## src/rtl/esteira_posicionador.sv

```systemverilog
`timescale 1ns/1ps
`default_nettype none
// ============================================================================
// Module   : esteira_posicionador
// Brief    : Timed conveyor position model; converts motor command into
//            station-arrival flags and counts completed bottle loops.
// Revision : 1.0 - initial release
// ============================================================================
module esteira_posicionador #(
    parameter int CICLOS_TRECHO = 50000000,
    parameter int LARGURA_TIMER = 26
) (
    input  logic       clk,
    input  logic       reset,
    input  logic       motor_ativo,
    output logic       posicao_enchimento,
    output logic       posicao_vedacao,
    output logic       posicao_cq,
    output logic       posicao_final,
    output logic       chegada,
    output logic       em_transito,
    output logic [1:0] estacao_atual,
    output logic [7:0] ciclos_completos
);

    localparam logic [LARGURA_TIMER-1:0] C_TIMER_FIM = LARGURA_TIMER'(CICLOS_TRECHO - 1);
    localparam logic [LARGURA_TIMER-1:0] C_TIMER_UM  = LARGURA_TIMER'(1);

    typedef enum logic [0:0] {
        PARADO   = 1'b0,
        TRANSITO = 1'b1
    } estado_t;

    estado_t                  r_estado_q,   w_estado_d;
    logic [LARGURA_TIMER-1:0] r_timer_q,    w_timer_d;
    logic [1:0]               r_estacao_q,  w_estacao_d;
    logic [7:0]               r_ciclos_q,   w_ciclos_d;
    logic [3:0]               r_posicao_q,  w_posicao_d;
    logic                     r_chegada_q,  w_chegada_d;
    logic                     r_transito_q, w_transito_d;

    always_comb begin
        w_estado_d  = r_estado_q;
        w_timer_d   = r_timer_q;
        w_estacao_d = r_estacao_q;
        w_ciclos_d  = r_ciclos_q;
        w_chegada_d = 1'b0;

        case (r_estado_q)
            PARADO: begin
                if (motor_ativo) begin
                    w_estado_d = TRANSITO;
                    w_timer_d  = '0;
                end
            end
            TRANSITO: begin
                // With the motor off the timer simply holds: bottle stalls mid-segment.
                if (motor_ativo) begin
                    if (r_timer_q == C_TIMER_FIM) begin
                        w_estado_d  = PARADO;
                        w_timer_d   = '0;
                        w_estacao_d = r_estacao_q + 2'd1;
                        w_chegada_d = 1'b1;
                        if (r_estacao_q == 2'd3) begin
                            w_ciclos_d = r_ciclos_q + 8'd1;
                        end
                    end else begin
                        w_timer_d = r_timer_q + C_TIMER_UM;
                    end
                end
            end
            default: begin
                w_estado_d = PARADO;
            end
        endcase

        // Outputs are precomputed from the next state so they come straight off flops.
        w_transito_d = (w_estado_d == TRANSITO);
        w_posicao_d  = (w_estado_d == PARADO) ? (4'b0001 << w_estacao_d) : 4'b0000;
    end

    always_ff @(posedge clk) begin
        if (reset) begin
            r_estado_q   <= PARADO;
            r_timer_q    <= '0;
            r_estacao_q  <= 2'd0;
            r_ciclos_q   <= 8'd0;
            r_posicao_q  <= 4'b0001;
            r_chegada_q  <= 1'b0;
            r_transito_q <= 1'b0;
        end else begin
            r_estado_q   <= w_estado_d;
            r_timer_q    <= w_timer_d;
            r_estacao_q  <= w_estacao_d;
            r_ciclos_q   <= w_ciclos_d;
            r_posicao_q  <= w_posicao_d;
            r_chegada_q  <= w_chegada_d;
            r_transito_q <= w_transito_d;
        end
    end

    assign posicao_enchimento = r_posicao_q[0];
    assign posicao_vedacao    = r_posicao_q[1];
    assign posicao_cq         = r_posicao_q[2];
    assign posicao_final      = r_posicao_q[3];
    assign chegada            = r_chegada_q;
    assign em_transito        = r_transito_q;
    assign estacao_atual      = r_estacao_q;
    assign ciclos_completos   = r_ciclos_q;

endmodule
`default_nettype wire

```

## config.mk

```make
export PLATFORM = sky130hd
export DESIGN_NAME = esteira_posicionador
export DESIGN_NICKNAME = d
export VERILOG_FILES = /design/src/rtl/esteira_posicionador.sv
export SDC_FILE = /design/constraint.sdc
export NUM_CORES = 1
export LEC_CHECK = 0
export ABC_AREA = 1
export BUFFER_PORTS_ARGS = -buffer_cell sky130_fd_sc_hd__buf_2
export CORE_AREA = 5 5 75 77
export DETAILED_ROUTE_END_ITERATION = 6
export DIE_AREA = 0 0 80 82
export PLACE_DENSITY = 0.75
export SYNTH_ARGS = -nofsm -noshare
export SYNTH_HDL_FRONTEND = slang
export SYNTH_SLANG_ARGS = --single-unit
```

## constraint.sdc

```tcl
create_clock -name clk -period 1.5 [get_ports clk]
set_input_delay 0.225 -clock clk [delete_from_list [all_inputs] [get_ports clk]]
set_output_delay 0.225 -clock clk [all_outputs]
set_load 0.01 [all_outputs]
```

Word level (Yosys, flattened, before mapping)
Index checks and enable logic that the tools add are counted.
Storage, ports and cells
  word-level logic and storage cells: 34
  bits in registers: 42
  input bits: 3
  output and inout bits: 16
Operators by class
  equal/unequal tests: 4
  add/subtract/negate cells: 3
  reduce and logical (&&, ||, !) cells: 4
  muxes and demuxes: 13
  shift operators: 1
  bitwise logic cells: 2
Operators with widths (count)
  $mux 26: 3
  $pmux 26 s2: 1
  $add 26x1->26 const B: 1
  $eq 26x26->1 const B: 1
  $add 8x1->8 const B: 1
  $mux 2: 3
  $mux 1: 5
  $ne 2x2->1 const B: 2
  $reduce_and 4->1: 1
  $shl 1x2->4 const A: 1
  $reduce_or 3->1: 1
  $add 2x1->2 const B: 1
  $eq 2x2->1 const B: 1
  $not 1->1: 2
  $pmux 1 s2: 1
  $reduce_and 2->1: 1
  $reduce_or 2->1: 1

Depth between registers and ports, before layout
  depth in word-level cells: 6
  gate-level depth with buffers: 11
  gate-level depth less buffers: 11

Worst setup path before layout
Ideal clock, no wire load.
  path type: register to register
  start: register r_timer_q[0]
  end: register r_ciclos_q[4], in the netlist ciclos_completos[4]
  required time: 1368 ps
  cell stages (with the launch flop): 11
  library setup time: 132 ps
  arrival time: 1354 ps
  period minus slack after synthesis: 1487 ps
  path slack: 13 ps
  path buffers: 0
  cells stage by stage: dfxtp_1 ha_1 nand2_2 nor2_4 inv_1 nor2_1 nand2_2 nor2_8 nand3_4 nand2_1 a21oi_1
Between the ends
  word-level cells in the longest chain between the ends: 2
Ends and longest elaborated chain
  start: declaration: line 35  | logic [LARGURA_TIMER-1:0] r_timer_q, w_timer_d;
  start signal: assignment: line 93  | r_timer_q <= w_timer_d;
  $eq 26x26->1: line 59  | if (r_timer_q == C_TIMER_FIM) begin
  $reduce_and 4->1 (no source line)
  end signal: assignment: line 95  | r_ciclos_q <= w_ciclos_d;
  end: declaration: line 37  | logic [7:0] r_ciclos_q, w_ciclos_d;
Every way passes these cells.
A chain may end at the register's enable or synchronous reset.

Final worst setup path
  start: register r_timer_q[0]
  end: register r_timer_q[20]
Between the ends
  word-level cells in the longest chain between the ends: 4
  elaborated cells between the ends (all ways): 5
  those cells by class: 1 x add/sub; 1 x eq/ne; 3 x mux
Ends and longest elaborated chain
  $add 26x1->26 / $eq 26x26->1 (equally long branches): line 68, 59
  $mux 26 *: line 59
  $mux 26 *: line 58  | if (motor_ativo) begin
  $pmux 26 s2 *: line 49  | case (r_estado_q)
Every way passes the cells marked *; elsewhere a longest branch is shown, timed or not. The select of a mux whose other input is x is not followed.

==> flow_summary.ini <==
[drt]
vias = 2689
drt_iter0_drc = 138
ant_nets = 0
drc = 0
wl_um = 6583
drtPass1Iterations = 4
vias_per_cell = 5.132
wl_per_cell_um = 12.56

[hold_path]
whs_path_depth = 3
hold_class = input pin to register

[global_routing]
grt_pass1_wl_um = 10320
grt_antenna_before_repair = 0
grt_pass1_vias = 2395
grt_max_degree = 25
grt-ovfl-total = 0
grt_use_total_pct = 19.92

[power]
vdd_drop_max_mv = 0.4371
power_density_mw_per_mm2 = 636.3
leakagePower_nw = 1.370

[sta]
clock_skew_ns = 0.005835
rsz0062_at_grt = yes
finalCriticalPeriod_ns = 1.631
fin_crit_sh_pct = 108.8
fmax_mhz = 613.0
slew_headroom_pct = 75.18
slew_violations = 0
tightest_slew_ns = 0.3712
whs_ns = 0.2380
finalHoldViolCount = 0
layout_setup_ws_ns = -0.1313
setup_viol = 40

[flow_run]
max_cap_violations = 0

[cts]
cts_tree = built
clock_latency_ns = 0.30
ctsHoldBuffers = 0
htree_levels = 2
root_buffer = clkbuf_8
ctsLongestPathBuffers = 2
clock-sinks = 42
numCtsBuffers = 5
clk_pin_slew_ns = 0.08

[yosys]
yosys.area_share.simple_pct = 41.61
synth_xor_area_share_pct = 1.748
synth_top_family_by_area = simple AND/OR/NAND/NOR gates
ys_seq_area_share_pct = 33.57
yosys_warnings = 0
postSynthCellCount = 392
synthDistinctLibCells = 28
synth_compound_area_share_pct = 11.89
synth.avg_cell_area_sq_um = 6.390
synth_fp_nets = 398
ys_seq_elements = 42
synth_mux_area_share_pct = 0
synthesis.area_sq_mm = 0.002505
synthAdderAreaFrac_pct = 1.499

[layout]
fillers = 451
nets = 459
drive_gt1_share_pct = 35.46
area_growth_pct = 35.76
postLayoutCoreUtil_pct = 68.78
insertedDiodeCount = 0

[worst_setup_path]
worst-path-buf-inv = 2
startpoint_type = register
r2r_cells = 11
crit_path_end_kind = register
worstPathRequired_ns = 1.69
crit_chain = ha_4 -> nand2_4 -> nor2_4 -> buf_4 -> nand2_2 -> inv_4 -> nand3_4 -> nor2_4 -> nand2_1 -> nand2_4 -> a21oi_2
cp_max_fo = 6
arrival_ns = 1.83
cp.depth = 11
crit_slowest_cell = dfxtp_4
cp_slowest_stage_delay_ns = 0.38
path_class = register to register
critical-path-top-delay-family = simple AND/OR/NAND/NOR gates

[place]
dp_hpwl_um = 4335
gp_congestion = 0.9064
io_buffers = 18

[floorplanning]
ios = 19
dieWidth_um = 80
core_sq_mm = 0.004945
die_h_um = 82
die-area_sq_mm = 0.006560
start_util_pct = 50.66
rows = 26

[run_status]
violations = setup timing
outcome = complete, but fails checks
[routing by layer]
| metal | track usage, % | wire length (um) | vias to the layer above |
|---|---|---|---|
| li1 | - | - | 1377 |
| met2 | 34.69 | 3270 | 65 |
| met1 | 24.14 | 2839 | 1236 |
| met3 | 4.167 | 350 | 11 |
| met4 | 7.432 | 122 | 0 |
| met5 | 0 | 0 | - |
[cells in the final DEF, fill, tap and decap left out, drive strengths merged]
cell	netlist	routed
clkinvlp	0	1
xnor2	1	1
nor2	48	49
xor2	4	4
nand2	131	131
clkbuf	5	7
o21a	2	2
nor3	3	3
buf	5	62
bufinv	0	1
a21oi	35	35
inv	49	49
nand4	19	19
ha	3	3
or2	2	2
dfxtp	42	42
nand3	25	25
o21ai	17	17
o21bai	1	1
[cell usage after synthesis]
| library cell | count | share of area [%] |
|---|---|---|
| nor3_1 | 3 | 0.60 |
| buf_4 | 1 | 0.30 |
| o21ai_0 | 13 | 2.6 |
| o21ai_1 | 4 | 0.80 |
| inv_2 | 5 | 0.75 |
| ha_1 | 3 | 1.5 |
| o21a_1 | 2 | 0.60 |
| clkbuf_1 | 5 | 0.75 |
| nor2_8 | 1 | 0.80 |
| or2_2 | 2 | 0.50 |
| nor2_4 | 4 | 1.8 |
| dfxtp_1 | 42 | 34 |
| nand3_1 | 23 | 4.6 |
| nor2_1 | 40 | 6.0 |
| nand3_4 | 2 | 1.4 |
| nand4_1 | 19 | 4.7 |
| o21bai_1 | 1 | 0.30 |
| xnor2_1 | 1 | 0.35 |
| nand2_1 | 123 | 18 |
| buf_6 | 2 | 0.90 |
| xor2_1 | 4 | 1.4 |
| nand2_2 | 8 | 2.0 |
| nor2_2 | 3 | 0.75 |
| a21oi_4 | 1 | 0.65 |
| inv_1 | 44 | 6.6 |
| buf_2 | 2 | 0.40 |
| a21oi_1 | 33 | 6.6 |
| a21oi_2 | 1 | 0.35 |
[cells by family after synthesis]
| family | after synthesis |
|---|---|
| AND/OR/NAND/NOR | 228 |
| XOR/XNOR | 5 |
| adder cells (fa/ha/maj) | 3 |
| flip-flops | 42 |
| AO/OA/AOI/OAI | 55 |
| buffers and inverters | 59 |
[flip-flops by register name, summed over array words and instances (netlist names)]
| signal | flops |
|---|---|
| estacao_atual | 2 |
| em_transito | 1 |
| ciclos_completos | 8 |
| r_posicao_q | 4 |
| r_timer_q | 26 |
| chegada | 1 |
[per-stage QoR]
step | power, W | setup slack (ns) | setup TNS, ns | cells | area [sq um]
after floorplan | 0.001215 | 0.01337 | 0 | 392 | 2505
after global placement | 0.001253 | -0.09384 | -1.344 | 507 | 2914
after detailed placement | 0.001254 | -0.1644 | -2.967 | 507 | 2914
after CTS | 0.002151 | -0.07028 | -0.5855 | 518 | 3108
after global routing | 0.002254 | -0.2520 | -7.964 | 524 | 3401
final | 0.002164 | -0.1313 | -3.078 | 524 | 3401
[power by group]
part / internal [W] / total (W) / switching, W
registers: 0.00112 / 0.00112 / 0.00000520
logic: 0.0000549 / 0.000142 / 0.0000869
clock network: 0.000497 / 0.000899 / 0.000403
total: 0.00167 / 0.00216 / 0.000495
[tightest hold or removal path, cell delays in order]
cell and delay [ns]:
buf_2 0.12, a21oi_1 0.07, o21a_1 0.09
[final timing paths]
kind | startpoint | to | slack, ns
worst max-delay path | r_timer_q[0] | r_timer_q[20] | -0.13
worst min-delay path | motor_ativo | r_timer_q[0] | 0.24
worst max register to register | r_timer_q[0] | r_timer_q[20] | -0.13
worst min register to register | ciclos_completos[7] | ciclos_completos[7] | 0.49
[cell type report]
cell class | instances | area [sq um] | share of cell area (%)
Sequential cell | 42 | 852.1 | 25.06
Multi-Input combinational cell | 292 | 1693 | 49.78
Clock buffer | 6 | 72.57 | 2.134
Inverter | 49 | 188.9 | 5.556
Timing Repair Buffer | 63 | 469.2 | 13.80
Clock inverter | 2 | 37.54 | 1.104
Tap cell | 70 | 87.58 | 2.575
[what timing repair did]
| item | in CTS | in global routing |
|---|---|---|
| pin swaps | 10 | 30 |
| endpoints found under the setup margin | 40 | 42 |
| cloned | 0 | 3 |
| buffers inserted | 3 | 3 |
| endpoints found under the hold margin | 0 | 0 |
| gates resized for setup | 20 | 71 |
No activity file was read; power rests on OpenSTA's default activity.
